--- src/rtl/hack_pc_if.sv ---
// Hack PC stage bus: ALU flags, jump field and A-register target going in;
// instruction address and status coming back out.
interface hack_pc_if #(
  parameter int unsigned WIDTH = 16
);
  logic             en;
  logic             is_c;
  logic [2:0]       jbits;
  logic             zr;
  logic             ng;
  logic [WIDTH-1:0] a_in;
  logic [WIDTH-1:0] pc;
  logic             jumped;
  logic             halted;

  // Datapath side: supplies instruction fields and flags, observes the PC.
  modport master (
    output en, is_c, jbits, zr, ng, a_in,
    input  pc, jumped, halted
  );

  // PC stage side.
  modport slave (
    input  en, is_c, jbits, zr, ng, a_in,
    output pc, jumped, halted
  );
endinterface

--- src/rtl/hack_pc.sv ---
// Hack CPU program counter: conditional jump to A, increment, or hold, with
// a latched HALT on the unconditional jump-to-self end-of-program idiom.
module hack_pc #(
  parameter int unsigned          WIDTH    = 16,
  parameter logic [WIDTH-1:0]     RESET_PC = '0
) (
  input  logic        clk,
  input  logic        rst_n,
  hack_pc_if.slave    bus
);

  typedef enum logic {
    RUN  = 1'b0,
    HALT = 1'b1
  } state_t;

  state_t           state_q, state_d;
  logic [WIDTH-1:0] pc_q, pc_d;
  logic             jumped_q, jumped_d;

  logic             j_lt, j_eq, j_gt;
  logic             take;
  logic             self_halt;

  // Jump decode; flags are taken literally, so zr=ng=1 can satisfy j1 and j2.
  always_comb begin
    j_lt      = bus.jbits[2] & bus.ng;
    j_eq      = bus.jbits[1] & bus.zr;
    j_gt      = bus.jbits[0] & ~bus.ng & ~bus.zr;
    take      = bus.is_c & (j_lt | j_eq | j_gt);
    self_halt = bus.is_c & (bus.jbits == 3'b111) & (bus.a_in == pc_q);
  end

  // Next-state and next-PC selection; jump wins over increment.
  always_comb begin
    state_d  = state_q;
    pc_d     = pc_q;
    jumped_d = 1'b0;
    unique case (state_q)
      RUN: begin
        if (bus.en) begin
          if (take) begin
            pc_d     = bus.a_in;
            jumped_d = 1'b1;
            if (self_halt) begin
              state_d = HALT;
            end
          end else begin
            pc_d = pc_q + WIDTH'(1);
          end
        end
      end
      HALT: begin
        state_d = HALT;
      end
      default: begin
        state_d = RUN;
      end
    endcase
  end

  // State, PC and jump-pulse registers; reset takes effect immediately.
  always_ff @(posedge clk or negedge rst_n) begin
    if (!rst_n) begin
      state_q  <= RUN;
      pc_q     <= RESET_PC;
      jumped_q <= 1'b0;
    end else begin
      state_q  <= state_d;
      pc_q     <= pc_d;
      jumped_q <= jumped_d;
    end
  end

  // Outputs come straight from registers.
  always_comb begin
    bus.pc     = pc_q;
    bus.jumped = jumped_q;
    bus.halted = (state_q == HALT);
  end

endmodule

--- src/flat_wrapper.sv ---
// flat-port wrapper written by rule: the top's interface ports become plain ports
module hack_pc_flat 
#(
  parameter int unsigned          WIDTH    = 16,
  parameter logic [WIDTH-1:0]     RESET_PC = '0
)
  (clk, rst_n, bus_en, bus_is_c, bus_jbits, bus_zr, bus_ng, bus_a_in, bus_pc, bus_jumped, bus_halted);
  hack_pc_if #(.WIDTH(WIDTH)) bus_i ();
  input  logic clk;
  input  logic rst_n;
  input wire logic [$bits(bus_i.en)-1:0] bus_en;
  input wire logic [$bits(bus_i.is_c)-1:0] bus_is_c;
  input wire logic [$bits(bus_i.jbits)-1:0] bus_jbits;
  input wire logic [$bits(bus_i.zr)-1:0] bus_zr;
  input wire logic [$bits(bus_i.ng)-1:0] bus_ng;
  input wire logic [$bits(bus_i.a_in)-1:0] bus_a_in;
  output wire logic [$bits(bus_i.pc)-1:0] bus_pc;
  output wire logic [$bits(bus_i.jumped)-1:0] bus_jumped;
  output wire logic [$bits(bus_i.halted)-1:0] bus_halted;
  assign bus_i.en = bus_en;
  assign bus_i.is_c = bus_is_c;
  assign bus_i.jbits = bus_jbits;
  assign bus_i.zr = bus_zr;
  assign bus_i.ng = bus_ng;
  assign bus_i.a_in = bus_a_in;
  assign bus_pc = bus_i.pc;
  assign bus_jumped = bus_i.jumped;
  assign bus_halted = bus_i.halted;
  hack_pc #(.WIDTH(WIDTH), .RESET_PC(RESET_PC)) u_core (.clk(clk), .rst_n(rst_n), .bus(bus_i));
endmodule
--- config.mk ---
export PLATFORM = sky130hd
export DESIGN_NAME = hack_pc_flat
export DESIGN_NICKNAME = d
export VERILOG_FILES = /design/src/rtl/hack_pc_if.sv /design/src/rtl/hack_pc.sv /design/src/flat_wrapper.sv
export SDC_FILE = /design/constraint.sdc
export NUM_CORES = 1
export LEC_CHECK = 0
export BUFFER_PORTS_ARGS = -buffer_cell sky130_fd_sc_hd__buf_2
export CORE_MARGIN = 1
export CORE_UTILIZATION = 52
export CTS_BUF_LIST = sky130_fd_sc_hd__clkbuf_8
export CTS_CLUSTER_DIAMETER = 60
export DETAILED_ROUTE_END_ITERATION = 16
export PLACE_DENSITY_LB_ADDON = 0.3
export SLEW_MARGIN = 40
export SYNTH_ARGS = -nofsm -noshare
export SYNTH_HDL_FRONTEND = slang
export SYNTH_SLANG_ARGS = --single-unit
export TNS_END_PERCENT = 50
--- constraint.sdc ---
create_clock -name clk -period 1.8 [get_ports clk]
set_input_delay 0.18 -clock clk [delete_from_list [all_inputs] [get_ports clk]]
set_output_delay 0.18 -clock clk [all_outputs]
set_load 0.005 [all_outputs]
==> impl_metrics.csv, run 1 <==
group,metric,value,unit
power_and_ir_drop,totalPowerFinal,1720,uW
detailed_routing,wl_per_cell,17.2,microns
synthesis,netlist_top_cells_area,"dfrtp_1 34%, xnor2_1 9.8%, mux2i_1 6.8%",
floorplanning,die_w,52.6,microns
critical_path,cp.arrival,1.93,ns
hold_path,min-delay-start,"bus_a_in[11]",
synthesis,syn_nets,179,
place,dp_hpwl,2.73,mm
synthesis,syn_area,1330,sq um
synthesis,synth_edf_count,0,
floorplanning,coreArea,2320,sq um
detailed_routing,drc,0,
critical_path,start_kind,"flip-flop",
global_route,grt-ovfl-total,0,
clock_network,cts_setup_buffers,0,
clock_network,htree_levels,1,
timing,final_hold_viol_count,0,
critical_path,cpMostUsedCell,"nand3_1",
detailed_routing,num_vias,1398,
final_layout,drive_gt1_share,29.6,%
critical_path,r2r_end,"u_core.bus.pc[15]",
floorplanning,dieArea,2770,sq um
synthesis,synthTopCellsByCount,"18 x dfrtp_1, 15 x xnor2_1, 13 x nand3_1",
power_and_ir_drop,power_per_cell_area,1040,nW/um^2
detailed_routing,wl,3.85,mm
timing,fmax,578,MHz
final_layout,multi_input_area,791,sq um
floorplanning,ios,43,
synthesis,yosys.area.top_type,"dfrtp_1",
place,gp_congestion,0.822,
timing,finalCritPeriodShare,96.1,%
synthesis,ys_seq_area_share,33.8,%
global_route,antenna_found_initial,0,
synthesis,synth.yosys.warnings,0,
timing,finalSetupViolCount,0,
synthesis,ys_types,35,
clock_network,clock_sinks,18,
synthesis,synth_top_area_share,33.8,%
critical_path,endpoint_kind,"flip-flop",
floorplanning,die_h,52.6,microns
global_route,grt_max_degree,28,
critical_path,reg2regPathDepth,4,
final_layout,area_growth,24.3,%
synthesis,ys_async_sr_fraction,100,%
clock_network,cts_made_buffers,3,
hold_path,min_to,"u_core.bus.pc[11]",
floorplanning,fp-row-count,17,
critical_path,timing.critical_path.cells,"and4_1 > nand3_1 > or4b_1 > nand3_1",
critical_path,reg2reg_slack,0.07,ns
global_route,grt_pass1_wl,6.19,mm
power_and_ir_drop,ir_drop,0.628,mV
timing,maxSlewHeadroom,62.6,%
timing,skew,0.00557,ns
critical_path,r2r-start,"u_core.bus.pc[8]",
timing,worst_pin_slew,0.562,ns
critical_path,critical_path_class,"reg2reg",
clock_network,clk_latency,0.26,ns
floorplanning,start_util,57.5,%
detailed_routing,via_per_inst,6.24,
clock_network,tritoncts,"built",
synthesis,avgSynthCellArea,8.72,sq um
job,cap_viol_max_count,0,
power_and_ir_drop,power_leakage,0.000747,uW
synthesis,syn_inst,153,
hold_path,hold_depth,3,
synthesis,synth_seq_cells,18,
critical_path,worst-path-max-fanout,7,
hold_path,worstHoldPathType,"in2reg",
place,port_buffers,42,
synthesis,yosysMostFrequentCell,"dfrtp_1",
clock_network,clk_pin_slew,0.08,ns
final_layout,final_nets,223,
critical_path,timing.critical_path.buf_inv,0,
global_route,grt_use_total,30.9,%
timing,setup_tns,0,ns
run_status,status,"finished clean",
critical_path,crit_required,2.00,ns
timing,report.final.slew_viol_count,0,
synthesis,ys.flop_type,"dfrtp_1",
detailed_routing,first_pass_iters,4,
global_route,grt_pass1_vias,1271,
timing,layout_min_cycle_time,1.73,ns
clock_network,cts.path.max_buffers,2,
final_layout,seqCellArea,450,sq um
final_layout,fillers,180,
timing,rsz0062_at_grt,"false",
critical_path,critPathTopFamily,"simple AND/OR/NAND/NOR gates",
detailed_routing,drt_iter0_markers,65,
critical_path,cpMaxStageDelayCell,"or4b_1",
clock_network,cts_root_buf,"clkbuf_8",
detailed_routing,postRouteAntennaNets,0,
critical_path,cpPeakStageDelay,0.51,ns
final_layout,num_antenna_cells,0,
-- power breakdown --
| part | internal (uW) | leakage, uW | switching, uW | total (uW) |
|---|---|---|---|---|
| Combinational | 365 | 0.000512 | 368 | 733 |
| Sequential | 505 | 0.000207 | 141 | 645 |
| Clock | 195 | 0.0000288 | 150 | 345 |
| Total | 1060 | 0.000747 | 659 | 1720 |
-- state kept, by name (all words and copies together) (netlist names) --
signal,flops
u_core.bus.jumped,1
u_core.bus.pc,16
u_core.bus.halted,1
-- worst reg2reg max path, stage by stage, from the launching register on --
cell	delay, ns
dfrtp_1	0.44
and4_1	0.39
nand3_1	0.24
or4b_1	0.51
nand3_1	0.09
-- routing by layer --
layer / wire length, microns / vias to the layer above / GRT usage (%)
li1: - / 652 / -
met1: 1630 / 657 / 42.4
met2: 1880 / 76 / 48.3
met3: 232 / 13 / 3.19
met4: 112 / 0 / 14.0
met5: 0 / - / 0
-- metrics by stage --
| stage | util (%) | cell area, sq um | hold slack, ns | worst slack, ns | cells |
|---|---|---|---|---|---|
| 3_3_place_gp | 68.6 | 1590 | 0.142 | 0.178 | 219 |
| 5_1_grt | 71.5 | 1660 | 0.247 | 0.0258 | 224 |
| 3_5_place_dp | 68.6 | 1590 | 0.140 | 0.0962 | 219 |
| 6_report | 71.5 | 1660 | 0.214 | 0.0705 | 224 |
| 4_1_cts | 71.5 | 1660 | 0.221 | 0.0813 | 224 |
| 2_1_floorplan | - | 1330 | -0.116 | 0.195 | 153 |
-- layout by cell type, fill, tap and decap left out, types with 2 or more instances in the layout --
cell type  netlist  routed
o211ai_1         3       3
buf_2            2      42
a22oi_1          2       2
o21ai_0          4       3
nand4_1         10      10
and4_1           3       2
xnor2_1         15      15
nor3_1           2       2
nand3_1         13      13
clkbuf_8         0       4
o221ai_1         2       2
a2bb2oi_1        9       9
a21oi_1         11      11
inv_1            7       7
mux2i_1          9       9
and2_1           2       2
dfrtp_1         18      18
or4_1            4       4
nor2_1           3       3
nand2_1         11      11
buf_4            3       8
-- final cells by class --
cell class | instances | share of cell area, %
timing repair buffer | 52 | 18.1
multi-input combinational | 115 | 47.7
sequential | 18 | 27.2
clock buffer | 4 | 3.32
tap | 28 | 2.11
inverter | 7 | 1.58
-- worst max-delay path by stage --
stage	from	end	slack, ns	cells after the start
global placement	bus_jbits[2]	u_core.bus.pc[15]	0.18	5
global route	u_core.bus.pc[8]	u_core.bus.pc[15]	0.03	4
finish	u_core.bus.pc[8]	u_core.bus.pc[15]	0.07	4
CTS	u_core.bus.pc[0]	u_core.bus.pc[10]	0.08	5
floorplan	u_core.bus.pc[0]	u_core.bus.pc[14]	0.20	6
detailed placement	u_core.bus.pc[0]	u_core.bus.pc[10]	0.1	5
-- logic make-up after synthesis --
kind of cell / synth area share [%]
and+or+nand+nor: 22.1
AOI/OAI and AO/OA: 18.6
buffers and inverters: 7.32
DFF: 33.8
xor gates and xnor gates: 10.5
muxes: 6.75
adders and majority gates: 0.938
-- what timing repair did --
item / CTS / global route
gates resized for setup: 0 / 1
hold endpoints to repair: 18 / 0
setup endpoints to repair: 0 / 2
hold buffers: 1 / 0
No activity file was read; power rests on OpenSTA's default activity.
==> run 2, diff against run 1 <==
--- a/config.mk
+++ b/config.mk
@@ -5,12 +5,12 @@
 export SDC_FILE = /design/constraint.sdc
 export NUM_CORES = 1
 export LEC_CHECK = 0
-export BUFFER_PORTS_ARGS = -buffer_cell sky130_fd_sc_hd__buf_2
 export CORE_MARGIN = 1
-export CORE_UTILIZATION = 52
+export CORE_UTILIZATION = 45
 export CTS_BUF_LIST = sky130_fd_sc_hd__clkbuf_8
 export CTS_CLUSTER_DIAMETER = 60
 export DETAILED_ROUTE_END_ITERATION = 16
+export DONT_BUFFER_PORTS = 1
 export PLACE_DENSITY_LB_ADDON = 0.3
 export SLEW_MARGIN = 40
 export SYNTH_ARGS = -nofsm -noshare
==> run 2 against run 1 <==
Effect of this change:
- hold slack worse by 0.15 ns
- sequential power is 3.6% lower
- die area up 15%
- worst setup slack gained 0.11 ns
- via count is 11% lower
- first-iteration DRC count up 15%
- sequential share of layout area grew 3.4 points
- clock skew down 0.0033 ns
- power decreased by 7.3%
==> impl_metrics.csv, run 2 (synthesis results as in run 1) <==
group,metric,value,unit
run_status,status,"finished clean",
global_route,grt_max_degree,28,
power_and_ir_drop,power_leakage,0.000600,uW
place,dp_hpwl,2.48,mm
critical_path,cp.arrival,1.76,ns
detailed_routing,wl,3.46,mm
job,cap_viol_max_count,0,
floorplanning,start_util,48.0,%
critical_path,critical_path_class,"reg2reg",
detailed_routing,drc,0,
critical_path,r2r-start,"u_core.bus.pc[1]",
final_layout,multi_input_area,791,sq um
critical_path,cpMaxStageDelayCell,"dfrtp_1",
timing,setup_tns,0,ns
clock_network,clk_latency,0.26,ns
critical_path,endpoint_kind,"flip-flop",
clock_network,cts_root_buf,"clkbuf_8",
timing,worst_pin_slew,0.447,ns
final_layout,design_area,1470,sq um
critical_path,timing.critical_path.buf_inv,0,
floorplanning,ios,43,
power_and_ir_drop,ir_drop,0.673,mV
place,gp_congestion,0.857,
power_and_ir_drop,totalPowerFinal,1600,uW
critical_path,reg2reg_slack,0.18,ns
global_route,grt_use_total,22.3,%
clock_network,cts_made_buffers,3,
critical_path,start_kind,"flip-flop",
floorplanning,coreArea,2780,sq um
clock_network,htree_levels,1,
clock_network,cts.path.max_buffers,2,
floorplanning,dieArea,3190,sq um
detailed_routing,first_pass_iters,4,
global_route,grt_pass1_vias,1181,
floorplanning,die_h,56.4,microns
timing,layout_min_cycle_time,1.62,ns
critical_path,critPathTopFamily,"simple AND/OR/NAND/NOR gates",
hold_path,hold_depth,2,
floorplanning,die_w,56.4,microns
final_layout,num_antenna_cells,0,
final_layout,area_growth,10.5,%
timing,fmax,618,MHz
critical_path,crit_required,1.94,ns
final_layout,fillers,263,
final_layout,final_common_cell,"dfrtp_1",
detailed_routing,postRouteAntennaNets,0,
final_layout,layout_common_cells,"18 x dfrtp_1, 15 x xnor2_1, 13 x nand3_1, 13 x buf_4",
timing,finalSetupViolCount,0,
final_layout,drive_gt1_share,13.2,%
critical_path,worst-path-max-fanout,10,
timing,skew,0.00228,ns
place,port_buffers,0,
critical_path,timing.critical_path.cells,"ha_1 > and4_2 > nand2_1 > o31ai_1 > a2bb2oi_1",
detailed_routing,via_per_inst,6.58,
clock_network,clock_sinks,18,
hold_path,min-delay-start,"bus_a_in[1]",
global_route,grt-ovfl-total,0,
final_layout,seqCellArea,450,sq um
critical_path,r2r_end,"u_core.bus.pc[14]",
timing,holdWs,0.0662,ns
hold_path,min_to,"u_core.bus.pc[1]",
timing,report.final.slew_viol_count,0,
timing,finalCritPeriodShare,89.8,%
final_layout,final_nets,186,
timing,rsz0062_at_grt,"false",
place,post_dp_cell_area,1400,sq um
power_and_ir_drop,power_per_cell_area,1080,nW/um^2
clock_network,clk_pin_slew,0.08,ns
detailed_routing,drt_iter0_markers,75,
global_route,grt_pass1_wl,5.51,mm
detailed_routing,num_vias,1250,
critical_path,cpPeakStageDelay,0.45,ns
hold_path,worstHoldPathType,"in2reg",
floorplanning,fp-row-count,19,
clock_network,tritoncts,"built",
timing,maxSlewHeadroom,70.2,%
timing,final_hold_viol_count,0,
detailed_routing,wl_per_cell,18.2,microns
global_route,antenna_found_initial,0,
critical_path,reg2regPathDepth,5,
final_layout,largest_reg_flops,16,
[run 2: through the flow]
step | util (%) | setup slack (ns) | std cells
final | 53.0 | 0.183 | 190
after global routing | 53.0 | 0.0757 | 190
after CTS | 52.8 | 0.117 | 189
after detailed placement | 50.4 | 0.146 | 184
after global placement | 50.4 | 0.213 | 184
after floorplan | - | 0.195 | 153
[run 2: layout make-up]
cell class | count | share of cell area [%]
Tap cell | 31 | 2.63
Inverter | 7 | 1.78
Sequential cell | 18 | 30.6
Clock buffer | 4 | 3.74
Multi-Input combinational cell | 115 | 53.7
Timing Repair Buffer | 15 | 7.64
[run 2: power breakdown]
part           switching [uW]  internal [uW]
logic                     328            303
clock network             151            195
registers                 117            505
[run 2: how the worst max path moves through the flow]
stage                                    to  slack (ns)              from  cells past startpoint
after global placement    u_core.bus.pc[14]        0.21  u_core.bus.pc[1]                      5
after global routing      u_core.bus.pc[14]        0.08  u_core.bus.pc[1]                      5
after CTS                 u_core.bus.pc[14]        0.12  u_core.bus.pc[1]                      5
after detailed placement  u_core.bus.pc[14]        0.15  u_core.bus.pc[1]                      5
final                     u_core.bus.pc[14]        0.18  u_core.bus.pc[1]                      5
after floorplan           u_core.bus.pc[14]        0.20  u_core.bus.pc[0]                      6
[run 2: timing repair]
item / CTS / global route
gates resized for setup: 0 / 1
buffers inserted: 0 / 0
hold buffers: 1 / 1
endpoints found under the setup margin: 0 / 2
endpoints found under the hold margin: 18 / 18
[run 2: per-layer routing]
layer  share of wire [%]  global-route usage [%]  wire length [microns]  vias up
met4                 1.6                    9.41                     54        0
met5                   0                       0                      0        -
met1                  43                    29.4                   1500      617
met2                  50                    35.5                   1730       48
li1                    -                       -                      -      578
met3                 5.1                    4.61                    177        7
